<file path="src/rtl/tile_frame_drawer.sv">
// Piano-tiles frame renderer: erases last frame's tiles, draws new ones.
// One pixel per cycle to the VGA adapter; optional full-screen clear.
module tile_frame_drawer #(
  parameter int NUM_ROWS = 6,
  parameter int NUM_COLS = 4,
  parameter int COL_W    = 3,
  parameter int TILE_W   = 80,
  parameter int TILE_H   = 40,
  parameter int SCREEN_W = 320,
  parameter int SCREEN_H = 240,
  parameter int X_W      = 9,
  parameter int Y_W      = 8,
  parameter int COLOR_W  = 3,
  parameter int OFFSET_W = 6
) (
  input  logic                      clock,
  input  logic                      reset,
  input  logic                      start,
  input  logic                      clear,
  input  logic [OFFSET_W-1:0]       offset,
  input  logic [NUM_ROWS*COL_W-1:0] row_tile,
  input  logic [COLOR_W-1:0]        fg_color,
  input  logic [COLOR_W-1:0]        bg_color,
  output logic                      busy,
  output logic                      done,
  output logic                      vga_en,
  output logic [X_W-1:0]            x,
  output logic [Y_W-1:0]            y,
  output logic [COLOR_W-1:0]        color
);

  localparam int RW = (NUM_ROWS > 1) ? $clog2(NUM_ROWS) : 1;
  localparam int YH = Y_W + 1;
  localparam int TW = NUM_ROWS * COL_W;

  typedef enum logic [2:0] {
    IDLE, LATCH, ERASE, DRAW, CLEAR, FINISH
  } state_t;

  state_t state_q, state_d;
  logic [RW-1:0]  row_q, row_d;
  logic [X_W-1:0] xo_q, xo_d;
  logic [Y_W-1:0] yo_q, yo_d;

  logic [TW-1:0]       cur_tile_q, prev_tile_q;
  logic [OFFSET_W-1:0] cur_off_q, prev_off_q;
  logic [COLOR_W-1:0]  fg_q, bg_q;
  logic                clr_q;

  logic               busy_q, busy_d, done_q, done_d;
  logic               en_q, en_d;
  logic [X_W-1:0]     x_q, x_d;
  logic [Y_W-1:0]     y_q, y_d;
  logic [COLOR_W-1:0] col_q, col_d;

  function automatic logic [COL_W-1:0] row_code(
    input logic [TW-1:0] t, input logic [RW-1:0] r);
    return t[int'(r)*COL_W +: COL_W];
  endfunction

  function automatic logic [YH-1:0] row_y0(
    input logic [OFFSET_W-1:0] o, input logic [RW-1:0] r);
    return YH'(int'(r) * TILE_H + int'(o));
  endfunction

  function automatic logic row_empty(
    input logic [COL_W-1:0] c, input logic [YH-1:0] y0);
    return (c == '0) || (int'(c) > NUM_COLS) ||
           (int'(y0) >= SCREEN_H);
  endfunction

  function automatic logic [YH-1:0] row_h(input logic [YH-1:0] y0);
    int rem;
    rem = SCREEN_H - int'(y0);
    return YH'((rem < TILE_H) ? rem : TILE_H);
  endfunction

  function automatic logic [X_W-1:0] row_x0(input logic [COL_W-1:0] c);
    return X_W'((int'(c) - 1) * TILE_W);
  endfunction

  // geometry of the row being walked now, and of the row about to be shown
  logic [COL_W-1:0] code_c, code_n;
  logic [YH-1:0]    y0_c, y0_n, h_c;
  logic             empty_c, empty_n;
  logic [X_W-1:0]   x0_n;

  assign code_c  = row_code(state_q == ERASE ? prev_tile_q : cur_tile_q,
                            row_q);
  assign y0_c    = row_y0(state_q == ERASE ? prev_off_q : cur_off_q, row_q);
  assign empty_c = row_empty(code_c, y0_c);
  assign h_c     = row_h(y0_c);

  assign code_n  = row_code(state_d == ERASE ? prev_tile_q : cur_tile_q,
                            row_d);
  assign y0_n    = row_y0(state_d == ERASE ? prev_off_q : cur_off_q, row_d);
  assign empty_n = row_empty(code_n, y0_n);
  assign x0_n    = row_x0(code_n);

  // next state and raster iterators
  always_comb begin
    state_d = state_q;
    row_d   = row_q;
    xo_d    = xo_q;
    yo_d    = yo_q;
    unique case (state_q)
      IDLE: begin
        if (start) state_d = LATCH;
      end
      LATCH: begin
        row_d   = '0;
        xo_d    = '0;
        yo_d    = '0;
        state_d = clr_q ? CLEAR : ERASE;
      end
      ERASE, DRAW: begin
        if (empty_c || (xo_q == X_W'(TILE_W - 1) &&
            {1'b0, yo_q} == h_c - YH'(1))) begin
          xo_d = '0;
          yo_d = '0;
          if (row_q == RW'(NUM_ROWS - 1)) begin
            row_d   = '0;
            state_d = (state_q == ERASE) ? DRAW : FINISH;
          end else begin
            row_d = row_q + 1'b1;
          end
        end else if (xo_q == X_W'(TILE_W - 1)) begin
          xo_d = '0;
          yo_d = yo_q + 1'b1;
        end else begin
          xo_d = xo_q + 1'b1;
        end
      end
      CLEAR: begin
        if (xo_q == X_W'(SCREEN_W - 1)) begin
          xo_d = '0;
          if (yo_q == Y_W'(SCREEN_H - 1)) begin
            yo_d    = '0;
            state_d = FINISH;
          end else begin
            yo_d = yo_q + 1'b1;
          end
        end else begin
          xo_d = xo_q + 1'b1;
        end
      end
      FINISH: state_d = IDLE;
      default: state_d = IDLE;
    endcase
  end

  // registered outputs describe the step the FSM enters next cycle
  always_comb begin
    en_d   = 1'b0;
    x_d    = '0;
    y_d    = '0;
    col_d  = '0;
    busy_d = (state_d == LATCH) || (state_d == ERASE) ||
             (state_d == DRAW)  || (state_d == CLEAR);
    done_d = (state_d == FINISH);
    if ((state_d == ERASE || state_d == DRAW) && !empty_n) begin
      en_d  = 1'b1;
      x_d   = x0_n + xo_d;
      y_d   = Y_W'(y0_n + {1'b0, yo_d});
      col_d = (state_d == ERASE) ? bg_q : fg_q;
    end else if (state_d == CLEAR) begin
      en_d  = 1'b1;
      x_d   = xo_d;
      y_d   = yo_d;
      col_d = bg_q;
    end
  end

  // state, iterators and output registers
  always_ff @(posedge clock) begin
    if (reset) begin
      state_q <= IDLE;
      row_q   <= '0;
      xo_q    <= '0;
      yo_q    <= '0;
      busy_q  <= 1'b0;
      done_q  <= 1'b0;
      en_q    <= 1'b0;
      x_q     <= '0;
      y_q     <= '0;
      col_q   <= '0;
    end else begin
      state_q <= state_d;
      row_q   <= row_d;
      xo_q    <= xo_d;
      yo_q    <= yo_d;
      busy_q  <= busy_d;
      done_q  <= done_d;
      en_q    <= en_d;
      x_q     <= x_d;
      y_q     <= y_d;
      col_q   <= col_d;
    end
  end

  // frame snapshot on start, and record of what is now on screen
  always_ff @(posedge clock) begin
    if (reset) begin
      cur_tile_q  <= '0;
      cur_off_q   <= '0;
      fg_q        <= '0;
      bg_q        <= '0;
      clr_q       <= 1'b0;
      prev_tile_q <= '0;
      prev_off_q  <= '0;
    end else begin
      if (state_q == IDLE && start) begin
        cur_tile_q <= row_tile;
        cur_off_q  <= (int'(offset) >= TILE_H) ?
                      OFFSET_W'(TILE_H - 1) : offset;
        fg_q       <= fg_color;
        bg_q       <= bg_color;
        clr_q      <= clear;
      end
      if (state_q == FINISH) begin
        if (clr_q) begin
          prev_tile_q <= '0;
        end else begin
          prev_tile_q <= cur_tile_q;
          prev_off_q  <= cur_off_q;
        end
      end
    end
  end

  assign busy   = busy_q;
  assign done   = done_q;
  assign vga_en = en_q;
  assign x      = x_q;
  assign y      = y_q;
  assign color  = col_q;

endmodule

</file>
<file path="config.mk">
export PLATFORM = sky130hd
export DESIGN_NAME = tile_frame_drawer
export DESIGN_NICKNAME = d
export VERILOG_FILES = /design/src/rtl/tile_frame_drawer.sv
export SDC_FILE = /design/constraint.sdc
export NUM_CORES = 1
export LEC_CHECK = 0
export CORE_UTILIZATION = 35
export DETAILED_ROUTE_END_ITERATION = 12
export MAX_ROUTING_LAYER = met4
export PLACE_DENSITY = 0.5
export SLEW_MARGIN = 40
export SYNTH_ARGS = -nofsm -noshare
export SYNTH_HDL_FRONTEND = slang
export SYNTH_SLANG_ARGS = --single-unit
</file>
<file path="constraint.sdc">
create_clock -name clock -period 10.7 [get_ports clock]
set_input_delay 2.14 -clock clock [delete_from_list [all_inputs] [get_ports clock]]
set_output_delay 2.14 -clock clock [all_outputs]
set_load 0.05 [all_outputs]
</file>
## Word-level counts from Yosys, hierarchy flattened

Index checks and enable logic that the tools add are counted.

| operators by class | value |
|---|---|
| bitwise logic cells | 1 |
| equal/unequal tests | 15 |
| $mul | 5 |
| order comparisons | 6 |
| mux-type cells | 36 |
| add/subtract/negate cells | 10 |
| reductions and logical operators | 18 |
| shift-type cells | 2 |

Operators by type and width:

| operator | number |
|---|---|
| $mux 18 | 3 |
| $mux 9 | 6 |
| $mux 8 | 6 |
| $mux 3 | 12 |
| $shiftx 18x6->3 | 2 |
| $pmux 9 s3 | 1 |
| $pmux 8 s3 | 1 |
| $add 9x6->9 | 2 |
| $ge 9x8->1 const B | 2 |
| $mux 6 | 3 |
| $eq 3x3->1 const B | 5 |
| $eq 3x2->1 const B | 4 |
| $mul 3x3->6 const B | 2 |
| $pmux 3 s4 | 1 |
| $lt 10x7->1 const B | 1 |
| $mul 3x2->5 const B | 2 |
| $sub 8x9->10 const A | 1 |
| $add 9x1->9 const B | 1 |
| $add 9x9->9 | 1 |
| $eq 8x9->1 | 1 |
| $eq 9x7->1 const B | 1 |
| $eq 9x9->1 const B | 1 |
| $logic_not 3->1 | 3 |
| $logic_or 1x1->1 | 9 |
| 17 further kinds | 22 |

| word-level totals | value |
|---|---|
| bits of input ports | 34 |
| word-level logic and storage cells | 110 |
| bits in registers | 101 |

## Logic depth before layout (Yosys ltp)

Gate-level depths: netlist of the first run.

| logic depth | value |
|---|---|
| depth in word-level cells | 21 |
| depth in mapped cells | 43 |
| gate-level depth less buffers | 37 |

## Worst setup path after synthesis of the first run

Ideal clock, no wire load.

| timing path | value |
|---|---|
| path type | register to register |
| start point | reg state_q[1] |
| end point | reg col_q[0] (netlist: color[0]) |
| stages on the path, launching flop included | 41 |
| setup time | 0.132 ns |
| setup slack | 2.471 ns |
| arrival time | 8.097 ns |
| path through | dfxtp_1 > buf_4 > or3b_4 > buf_4 > nand2_1 > nand2_1 > ha_1 > inv_1 > fa_1 > clkbuf_1 > xnor2_1 > nor2_1 > mux2i_1 > nand3_1 > a21o_2 > nand2_1 > ha_1 > inv_1 > [... 5 more ...] > nor2_4 > inv_2 > buf_6 > ha_1 > ha_1 > nor2b_1 > o21ai_0 > xor2_1 > nor2_1 > maj3_1 > o22a_1 > or3_1 > mux2_4 > buf_6 > or2_1 > buf_4 > mux2i_1 > nor3_1 |

| on the way | value |
|---|---|
| elaborated cells between the ends (all ways) | 51 |
| those cells by class | add/sub: 4; mul: 2; order compare: 5; eq/ne: 8; shift: 2; mux: 17; reduce/logical: 13 |

RTL lines:

| item | RTL line | source |
|---|---|---|
| start: declaration | 40 | `state_t state_q, state_d;` |
| start signal: assignment | 188 | `state_q <= state_d;` |
| $eq 3x2->1 | 88, 90, 106 |  |
| $mux 6 | 90 | `assign y0_c = row_y0(state_q == ERASE ? prev_off_q : cur_off_q, row_q);` |
| $add 9x6->9 | 63 | `return YH'(int'(r) * TILE_H + int'(o));` |
| $sub 8x9->10 | 74 | `rem = SCREEN_H - int'(y0);` |
| $lt 10x7->1 | 75 | `return YH'((rem < TILE_H) ? rem : TILE_H);` |
| $mux 9 | 75 |  |
| $sub 9x1->9 | 118 | `{1'b0, yo_q} == h_c - YH'(1))) begin` |
| $eq 8x9->1 | 118 |  |
| [... 2 more ...] | - |  |
| $mux 3 | 117 | `if (empty_c \|\| (xo_q == X_W'(TILE_W - 1) &&` |
| $pmux 3 s2 * | 106 | `unique case (state_q)` |
| via row_d[0] | 41 | `logic [RW-1:0] row_q, row_d;` |
| parallel branches: the longest is 4 deep, another holds $add 9x6->9 | - |  |
| $logic_or 1x1->1 * | 68 | `return (c == '0) \|\| (int'(c) > NUM_COLS) \|\|` |
| $logic_not 1->1 * | 161 | `if ((state_d == ERASE \|\| state_d == DRAW) && !empty_n) begin` |
| $logic_and 1x1->1 * | 161 |  |
| $mux 3 * | 161 |  |
| end signal: assignment | 197 | `col_q <= col_d;` |
| end: declaration | 54 | `logic [COLOR_W-1:0] col_q, col_d;` |

Mark *: on every way through the listed nets, which the timed path passes.
A chain may end at the register's enable or synchronous reset.

## Worst setup path in the final report of the first run

| timing path | value |
|---|---|
| start point | reg state_q[1] |
| end point | reg y_q[1] (netlist: y[1]) |

| on the way | value |
|---|---|
| word-level cells in the longest chain between the ends | 21 |
| elaborated cells between the ends (all ways) | 53 |
| those cells by class | add/sub: 5; mul: 2; order compare: 5; eq/ne: 8; shift: 2; mux: 18; reduce/logical: 13 |

RTL lines:

| item | RTL line | source |
|---|---|---|
| parallel branches: the longest is 20 deep, another holds $sub 8x9->10 | - |  |
| $mux 8 * | 161 |  |
| end signal: assignment | 196 | `y_q <= y_d;` |
| end: declaration | 53 | `logic [Y_W-1:0] y_q, y_d;` |

Mark *: on every way between the ends.

==> results of run 1 <==
==> cell families (layout without fill, tap and decap cells) <==
| kind of cell | count (synthesis) | after routing | synth area share, % |
|---|---|---|---|
| AO/OA/AOI/OAI | 227 | 227 | 22.3 |
| XOR/XNOR | 41 | 41 | 5.17 |
| adder cells (fa/ha/maj) | 38 | 38 | 7.21 |
| buffers and inverters | 79 | 112 | 4.87 |
| flip-flops | 101 | 101 | 29.1 |
| multiplexers | 39 | 39 | 6.80 |
| AND/OR/NAND/NOR | 348 | 348 | 24.5 |
==> cell usage after synthesis (5+ instances only) <==
cell	count
mux2i_1	24
o211ai_1	10
nand2_1	112
o21a_1	5
and2_1	7
clkbuf_1	40
dfxtp_1	101
a211oi_1	10
nor3b_1	19
nor2_1	82
and3_1	11
a31oi_1	10
nand3_1	22
mux4_2	5
o22ai_1	9
nand2b_1	9
inv_1	26
a21oi_1	77
or3_1	5
o21ai_0	25
ha_1	32
nor3_1	30
xor2_1	15
nor2b_1	14
nand4_1	7
a21o_1	16
xnor2_1	26
nor4_1	6
a22oi_1	10
mux2_2	8
==> critical path: cells and delay by family (launching register included) <==
kind                       cells  cell delay (ps)
adders and majority gates      6             1960
and+or+nand+nor               13             2610
buffers and inverters          4              780
AOI/OAI and AO/OA              6             1660
xor gates and xnor gates       2              460
DFF                            1              590
muxes                          3             1120
==> report_power, final <==
part / internal, uW / total (uW) / leakage (uW) / switching (uW)
clock: 191 / 344 / 0.000148 / 153
sequential: 391 / 409 / 0.000819 / 18.1
combinational: 170 / 406 / 0.00206 / 236
total: 752 / 1160 / 0.00302 / 407
==> per-layer routing <==
metal	part of all wire, %	up-vias
met3	2.9	13
met2	46	98
met5	0	-
met4	1.1	0
met1	50	3039
li1	-	3202
==> sequential cells by signal, indices dropped and copies added, names as in the netlist <==
signal       cells
cur_tile_q      18
prev_tile_q     18
x                9
xo_q             9
y                8
yo_q             8
cur_off_q        6
prev_off_q       6
bg_q             3
color            3
fg_q             3
row_q            3
state_q          3
busy             1
clr_q            1
done             1
vga_en           1
==> final cells by class <==
class	count	area, um2
Tap cell	265	332
Clock buffer	11	243
Fill cell	2046	11500
Clock inverter	5	66.3
Inverter	29	111
Timing Repair Buffer	67	638
Sequential cell	101	2020
Multi-Input combinational cell	693	4590
==> final timing paths <==
path	start	end	slack, ps	depth (start not counted)
hold / removal	fg_q[1]	fg_q[1]	460	2
setup / recovery	state_q[1]	y[1]	1420	34
setup reg to reg	state_q[1]	y[1]	1420	34
hold reg to reg	fg_q[1]	fg_q[1]	460	2
==> per-stage QoR <==
stage          setup WS, ps  cell area, um2  cells  hold WS, ps  total power (uW)
2_1_floorplan          2470            6940    873          436               725
3_3_place_gp           1660            7680   1155          447               824
3_5_place_dp           1430            7690   1155          448               826
4_1_cts                1420            8000   1171          458              1170
5_1_grt                 680            8000   1171          482              1230
6_report               1420            8000   1171          459              1160
==> flow_metrics.env, run 1 <==
export IMPL_crit_path_frequent_cell="ha_1"
export IMPL_post_cts_buffers=0
export IMPL_initial_core_util_pct=35.7
export IMPL_wl_um=20100
export IMPL_ys_types=86
export IMPL_peakVddDrop_mv=0.0661
export IMPL_ys_ff_latch=101
export IMPL_yosysWarnings=0
export IMPL_grt_pass1_wl_um=32000
export IMPL_antenna_found_initial=0
export IMPL_grt_ovfl_total=0
export IMPL_dieArea_um2=20400
export IMPL_cts_resized_gates=0
export IMPL_nets=971
export IMPL_hold_viol_final=0
export IMPL_netlist_area_leader_share_pct=29.1
export IMPL_p_leak_uw=0.00302
export IMPL_grt_use_met2_pct=32.5
export IMPL_yosysTopAreaCell="dfxtp_1"
export IMPL_numPortBuffers=56
export IMPL_syn_inst=873
export IMPL_fin_crit_sh_pct=86.7
export IMPL_hpwl_um=15100
export IMPL_syn_avg_cell_area_um2=7.95
export IMPL_finalSetupTns_ps=0
export IMPL_slew_headroom_pct=49.8
export IMPL_crit_type="flop to flop"
export IMPL_period_minus_slack_ps=9280
export IMPL_clockBufferDepth=2
export IMPL_synth_area_um2=6940
export IMPL_avgRoutedWirePerCell_um=17.2
export IMPL_clk_latency_ps=350
export IMPL_cts_made_buffers=9
export IMPL_synth_edf_count=0
export IMPL_vias=6352
export IMPL_final_cell_mix="nand2_1 (111), dfxtp_1 (101), nor2_1 (82)"
export IMPL_max_stage_delay_ps=720
export IMPL_setup_viol=0
export IMPL_track_usage_pct=20.9
export IMPL_die_h_um=143
export IMPL_syn2layout_area_growth_pct=15.3
export IMPL_slew_violations=0
export IMPL_io_pins=57
export IMPL_hold_path_class="flop to flop"
export IMPL_cp_required_ps=10970
export IMPL_grt_busiest_layer="met2"
export IMPL_clock_sinks=101
export IMPL_die_w_um=143
export IMPL_rows=51
export IMPL_met3_usage_pct=2.82
export IMPL_grt_max_degree=66
export IMPL_core_um2=19500
export IMPL_num_antenna_cells=0
export IMPL_place_congestion=0.896
export IMPL_cts_tree="built"
export IMPL_synth_seq_area_share_pct=29.1
export IMPL_root_buffer="clkbuf_16"
export IMPL_drive_above_1_share_pct=7.06
export IMPL_slowest_stage="a2111oi_4"
export IMPL_mostFrequentLayoutCell="nand2_1"
export IMPL_route_detailed_drc=0
export IMPL_tightest_slew_ps=749
export IMPL_end_kind="flop"
export IMPL_drt_iter0_markers=423
export IMPL_crit_path_max_fanout=18
export IMPL_fin_util_pct=41.1
export IMPL_path_clk_slew_ps=70
export IMPL_ant_nets=0
export IMPL_vias_per_cell=5.42
export IMPL_htree_num_levels=3
export IMPL_synth_area_top_cells="dfxtp_1 (29%), nand2_1 (6.1%), ha_1 (5.8%)"
export IMPL_grt_pass1_vias=5821
export IMPL_grt_setup_unrepaired="false"
export IMPL_grt_util_met1_pct=28.4
export IMPL_maxCapViolCount=0
export IMPL_ys_async_sr_fraction_pct=0
export IMPL_clock_skew_ps=6.44
export IMPL_ctsHoldBuffers=0
export IMPL_status="complete, no violations"
export IMPL_dr_pass1_iters=5
export IMPL_power_density_nw_per_um2=145
export IMPL_fmax_mhz=108
export IMPL_arrival_ps=9550
export IMPL_synth_ff_type="dfxtp_1"
export IMPL_syn_nets=943
export IMPL_startpoint_type="flop"
No activity file was read; power rests on OpenSTA's default activity.
==> run 2: changes to the inputs <==
- CORE_MARGIN: unset -> 4
==> run 2 against run 1 <==
Core utilization increased by 0.096 points. Power increased by 2.3%. Combinational power about the same. Clock-buffer cell count decreased by 2. First-iteration DRC count decreased by 20%. Routed wire length increased by 2.5%. Die area increased by 8.6%. Fmax decreased by 1.6%. Flip-flop and latch count unchanged. Non-clock buffer count decreased by 1. Global-route usage decreased by 1.4 points. Register-to-register slack got worse by 150 ps. Largest cell class unchanged. Largest power group unchanged.
==> flow_metrics.env, run 2 (synthesis results as in run 1) <==
export IMPL_status="complete, no violations"
export IMPL_power_uw=1190
export IMPL_clock_skew_ps=12.5
export IMPL_ant_nets=0
export IMPL_htree_num_levels=3
export IMPL_clock_sinks=101
export IMPL_grt_pass1_wl_um=33500
export IMPL_power_density_nw_per_um2=148
export IMPL_syn2layout_area_growth_pct=15.6
export IMPL_crit_type="flop to flop"
export IMPL_end_kind="flop"
export IMPL_grt_setup_unrepaired="false"
export IMPL_cp_num_cells=34
export IMPL_holdPathEnd="fg_q[1]"
export IMPL_dr_pass1_iters=5
export IMPL_path_clk_slew_ps=70
export IMPL_grt_ovfl_total=0
export IMPL_place_congestion=0.853
export IMPL_slew_violations=0
export IMPL_rr_worst_depth=34
export IMPL_grt_max_degree=75
export IMPL_core_um2=19500
export IMPL_crit_buf_inv=4
export IMPL_critical_path_top_delay_family="simple AND/OR/NAND/NOR gates"
export IMPL_drt_iter0_markers=340
export IMPL_final_cells=1170
export IMPL_initial_core_util_pct=35.7
export IMPL_final_cell_mix="nand2_1 (111), dfxtp_1 (100), nor2_1 (82)"
export IMPL_slowest_stage="a2111oi_4"
export IMPL_crit_path_max_fanout=18
export IMPL_startpoint_type="flop"
export IMPL_largest_registers="cur_tile_q: 18 flops, prev_tile_q: 18 flops"
export IMPL_fin_util_pct=41.2
export IMPL_slew_headroom_pct=49.9
export IMPL_grt_pass1_vias=6122
export IMPL_dieArea_um2=22100
export IMPL_arrival_ps=9700
export IMPL_clockBufferDepth=2
export IMPL_fmax_mhz=106
export IMPL_p_leak_uw=0.00303
export IMPL_hold_path_class="flop to flop"
export IMPL_fillerInstances=2041
export IMPL_ff2ff_setup_slack_ps=1270
export IMPL_num_antenna_cells=0
export IMPL_cp_required_ps=10970
export IMPL_finalSetupTns_ps=0
export IMPL_antenna_found_initial=0
export IMPL_peakVddDrop_mv=0.0753
export IMPL_r2r_end="color[1]"
export IMPL_vias=6347
export IMPL_die_h_um=149
export IMPL_period_minus_slack_ps=9430
export IMPL_cts_resized_gates=0
export IMPL_tightest_slew_ps=749
export IMPL_vias_per_cell=5.42
export IMPL_rr_startpoint="state_q[1]"
export IMPL_hpwl_um=15300
export IMPL_track_usage_pct=19.4
export IMPL_hold_depth=2
export IMPL_mostFrequentLayoutCell="nand2_1"
export IMPL_max_stage_delay_ps=730
export IMPL_min_delay_start="fg_q[1]"
export IMPL_die_w_um=149
export IMPL_io_pins=57
export IMPL_setup_viol=0
export IMPL_crit_path_frequent_cell="ha_1"
export IMPL_ctsHoldBuffers=0
export IMPL_route_detailed_drc=0
export IMPL_cts_tree="built"
export IMPL_numPortBuffers=56
export IMPL_nets=970
export IMPL_rows=51
export IMPL_post_cts_buffers=0
export IMPL_clk_latency_ps=360
export IMPL_maxCapViolCount=0
export IMPL_dp_cells=1154
export IMPL_wl_um=20600
export IMPL_drive_above_1_share_pct=7.18
export IMPL_avgRoutedWirePerCell_um=17.6
export IMPL_hold_viol_final=0
export IMPL_root_buffer="clkbuf_16"
export IMPL_fin_crit_sh_pct=88.2
export IMPL_cts_made_buffers=9
run 2: layer usage:
metal	global-route usage [%]	wire length [um]
met1	26.7	10100
met2	30.0	9470
met3	3.16	711
met4	4.99	364
met5	-	0
run 2: area by class of cell:
cell class	count	area [um2]	area share (%)
multi-input cells	693	4590	57.2
repair buffers	66	634	7.91
inverters	29	111	1.39
well taps	265	332	4.13
clock inverters	7	105	1.31
flip-flops and latches	101	2020	25.2
clock buffers	9	225	2.81
run 2: stage by stage:
step / setup WS [ps] / hold WS [ps] / area [um2]
floorplan: 2470 / 436 / 6940
global placement: 1450 / 448 / 7680
detailed placement: 1200 / 452 / 7680
CTS: 1140 / 462 / 8020
global route: 447 / 489 / 8020
finish: 1270 / 460 / 8020
run 2: power breakdown:
group | leakage (uW) | internal, uW | switching (uW)
clock | 0.000164 | 210 | 163
sequential | 0.000820 | 391 | 19.3
combinational | 0.00205 | 170 | 234
total | 0.00303 | 770 | 416
run 2: how the worst max path moves through the flow:
stage | startpoint | to
2_1_floorplan | state_q[1] | color[0]
3_3_place_gp | state_q[2] | color[0]
3_5_place_dp | state_q[2] | x[5]
4_1_cts | state_q[2] | color[2]
5_1_grt | state_q[1] | color[0]
6_report | state_q[1] | color[1]
run 2: worst register-to-register path, delay by kind of cell, from the launching register on:
kind,cells,cell delay (ps)
xor gates and xnor gates,2,440
AOI/OAI and AO/OA,6,1670
DFF,1,650
buffers and inverters,4,790
and+or+nand+nor,13,2690
adders and majority gates,6,1970
muxes,3,1140
==> run 3: changes to the inputs <==
- CORE_MARGIN: 4 -> 3
==> run 3 against run 2 <==
Combinational power is essentially flat. Fmax grew 1.7%. Cell count shrank 0.26%. Flip-flop and latch count is the same. Clock-buffer cell count grew 1. Critical endpoint is now x[0]. Die area shrank 2.7%. Non-clock buffer count grew 2. Sequential share of layout area is essentially flat.
==> flow_metrics.env, run 3 (synthesis results as in run 1) <==
export IMPL_status="complete, no violations"
export IMPL_track_usage_pct=19.6
export IMPL_avgRoutedWirePerCell_um=17.4
export IMPL_drive_above_1_share_pct=7.06
export IMPL_crit_type="flop to flop"
export IMPL_antenna_found_initial=0
export IMPL_cts_tree="built"
export IMPL_numPortBuffers=56
export IMPL_end_kind="flop"
export IMPL_endpoint="x[0]"
export IMPL_grt_setup_unrepaired="false"
export IMPL_hpwl_um=15400
export IMPL_wl_um=20400
export IMPL_tightest_slew_ps=752
export IMPL_syn2layout_area_growth_pct=15.5
export IMPL_startpoint="state_q[1]"
export IMPL_p_leak_uw=0.00304
export IMPL_vias_per_cell=5.47
export IMPL_initial_core_util_pct=36.4
export IMPL_rr_startpoint="state_q[1]"
export IMPL_slew_headroom_pct=49.5
export IMPL_grt_ovfl_total=0
export IMPL_arrival_ps=9560
export IMPL_grt_max_degree=63
export IMPL_ctsHoldBuffers=0
export IMPL_grt_use_met2_pct=29.6
export IMPL_grt_busiest_layer="met2"
export IMPL_slowest_stage="a2111oi_4"
export IMPL_cp_required_ps=10990
export IMPL_clk_latency_ps=370
export IMPL_dieArea_um2=21600
export IMPL_worst_slack_ps=1430
export IMPL_path_clk_slew_ps=80
export IMPL_final_cell_mix="nand2_1 (112), dfxtp_1 (101), nor2_1 (82)"
export IMPL_setup_viol=0
export IMPL_cts_resized_gates=0
export IMPL_cts_made_buffers=9
export IMPL_grt_util_met1_pct=27.4
export IMPL_num_antenna_cells=0
export IMPL_ff2ff_setup_slack_ps=1430
export IMPL_nets=972
export IMPL_clockBufferDepth=2
export IMPL_met3_usage_pct=2.47
export IMPL_period_minus_slack_ps=9270
export IMPL_grt_pass1_wl_um=33100
export IMPL_clock_skew_ps=8.02
export IMPL_rows=50
export IMPL_power_uw=1180
export IMPL_largest_registers="cur_tile_q: 18 flops, prev_tile_q: 18 flops"
export IMPL_maxCapViolCount=0
export IMPL_clock_sinks=101
export IMPL_slew_violations=0
export IMPL_dr_pass1_iters=5
export IMPL_cp_num_cells=34
export IMPL_drt_iter0_markers=390
export IMPL_ant_nets=0
export IMPL_hold_viol_final=0
export IMPL_core_um2=19100
export IMPL_die_h_um=147
export IMPL_htree_num_levels=3
export IMPL_root_buffer="clkbuf_16"
export IMPL_fin_util_pct=42.0
export IMPL_peakVddDrop_mv=0.0846
export IMPL_crit_buf_inv=4
export IMPL_rr_worst_depth=34
export IMPL_vias=6382
export IMPL_finalSetupTns_ps=0
export IMPL_grt_pass1_vias=6014
export IMPL_place_congestion=0.875
export IMPL_r2r_end="x[0]"
export IMPL_max_stage_delay_ps=730
export IMPL_fin_crit_sh_pct=86.7
export IMPL_startpoint_type="flop"
export IMPL_pre_cts_ws_ps=1510
export IMPL_critical_path_top_delay_family="simple AND/OR/NAND/NOR gates"
export IMPL_route_detailed_drc=0
export IMPL_io_pins=57
export IMPL_crit_path_max_fanout=18
export IMPL_power_density_nw_per_um2=147
export IMPL_post_cts_buffers=0
export IMPL_mostFrequentLayoutCell="nand2_1"
export IMPL_crit_path_frequent_cell="ha_1"
export IMPL_fillerInstances=1961
export IMPL_die_w_um=147
export IMPL_hold_path_class="flop to flop"
export IMPL_fmax_mhz=108
export IMPL_holdWs_ps=463
==> run 3: tightest hold or removal path: cells and delay by family, from the launching register on <==
family / cells / cell delay [ps]
simple gates: 1 / 50
compound gates: 1 / 50
flops: 1 / 310
==> run 3: worst min path at each step <==
stage,start,to,cells after the start
2_1_floorplan,fg_q[0],fg_q[0],2
3_3_place_gp,fg_q[1],fg_q[1],2
3_5_place_dp,fg_q[0],fg_q[0],2
4_1_cts,fg_q[0],fg_q[0],2
5_1_grt,fg_q[1],fg_q[1],2
6_report,fg_q[1],fg_q[1],2
==> run 3: area by class of cell <==
type,count,area [um2],share of cell area [%]
clock inverter,6,93.8,1.17
multi-input combinational,693,4590,57.2
clock buffer,10,229,2.86
sequential,101,2020,25.2
tap,260,325,4.06
timing repair buffer,68,648,8.08
inverter,29,111,1.39
==> run 3: layer usage <==
metal / up-vias / wire, um
li1: 3202 / -
met1: 3013 / 10000
met2: 135 / 9160
met3: 32 / 805
met4: 0 / 359
met5: - / 0
==> run 3: per-stage QoR <==
stage,instances,area [um2]
2_1_floorplan,873,6940
3_3_place_gp,1151,7690
3_5_place_dp,1151,7690
4_1_cts,1167,8010
5_1_grt,1167,8020
6_report,1167,8020
==> run 3: where the power goes <==
part           switching (uW)  internal (uW)  total (uW)
logic                     231            170         401
clock network             161            208         369
registers                18.4            391         410
total                     410            769        1180
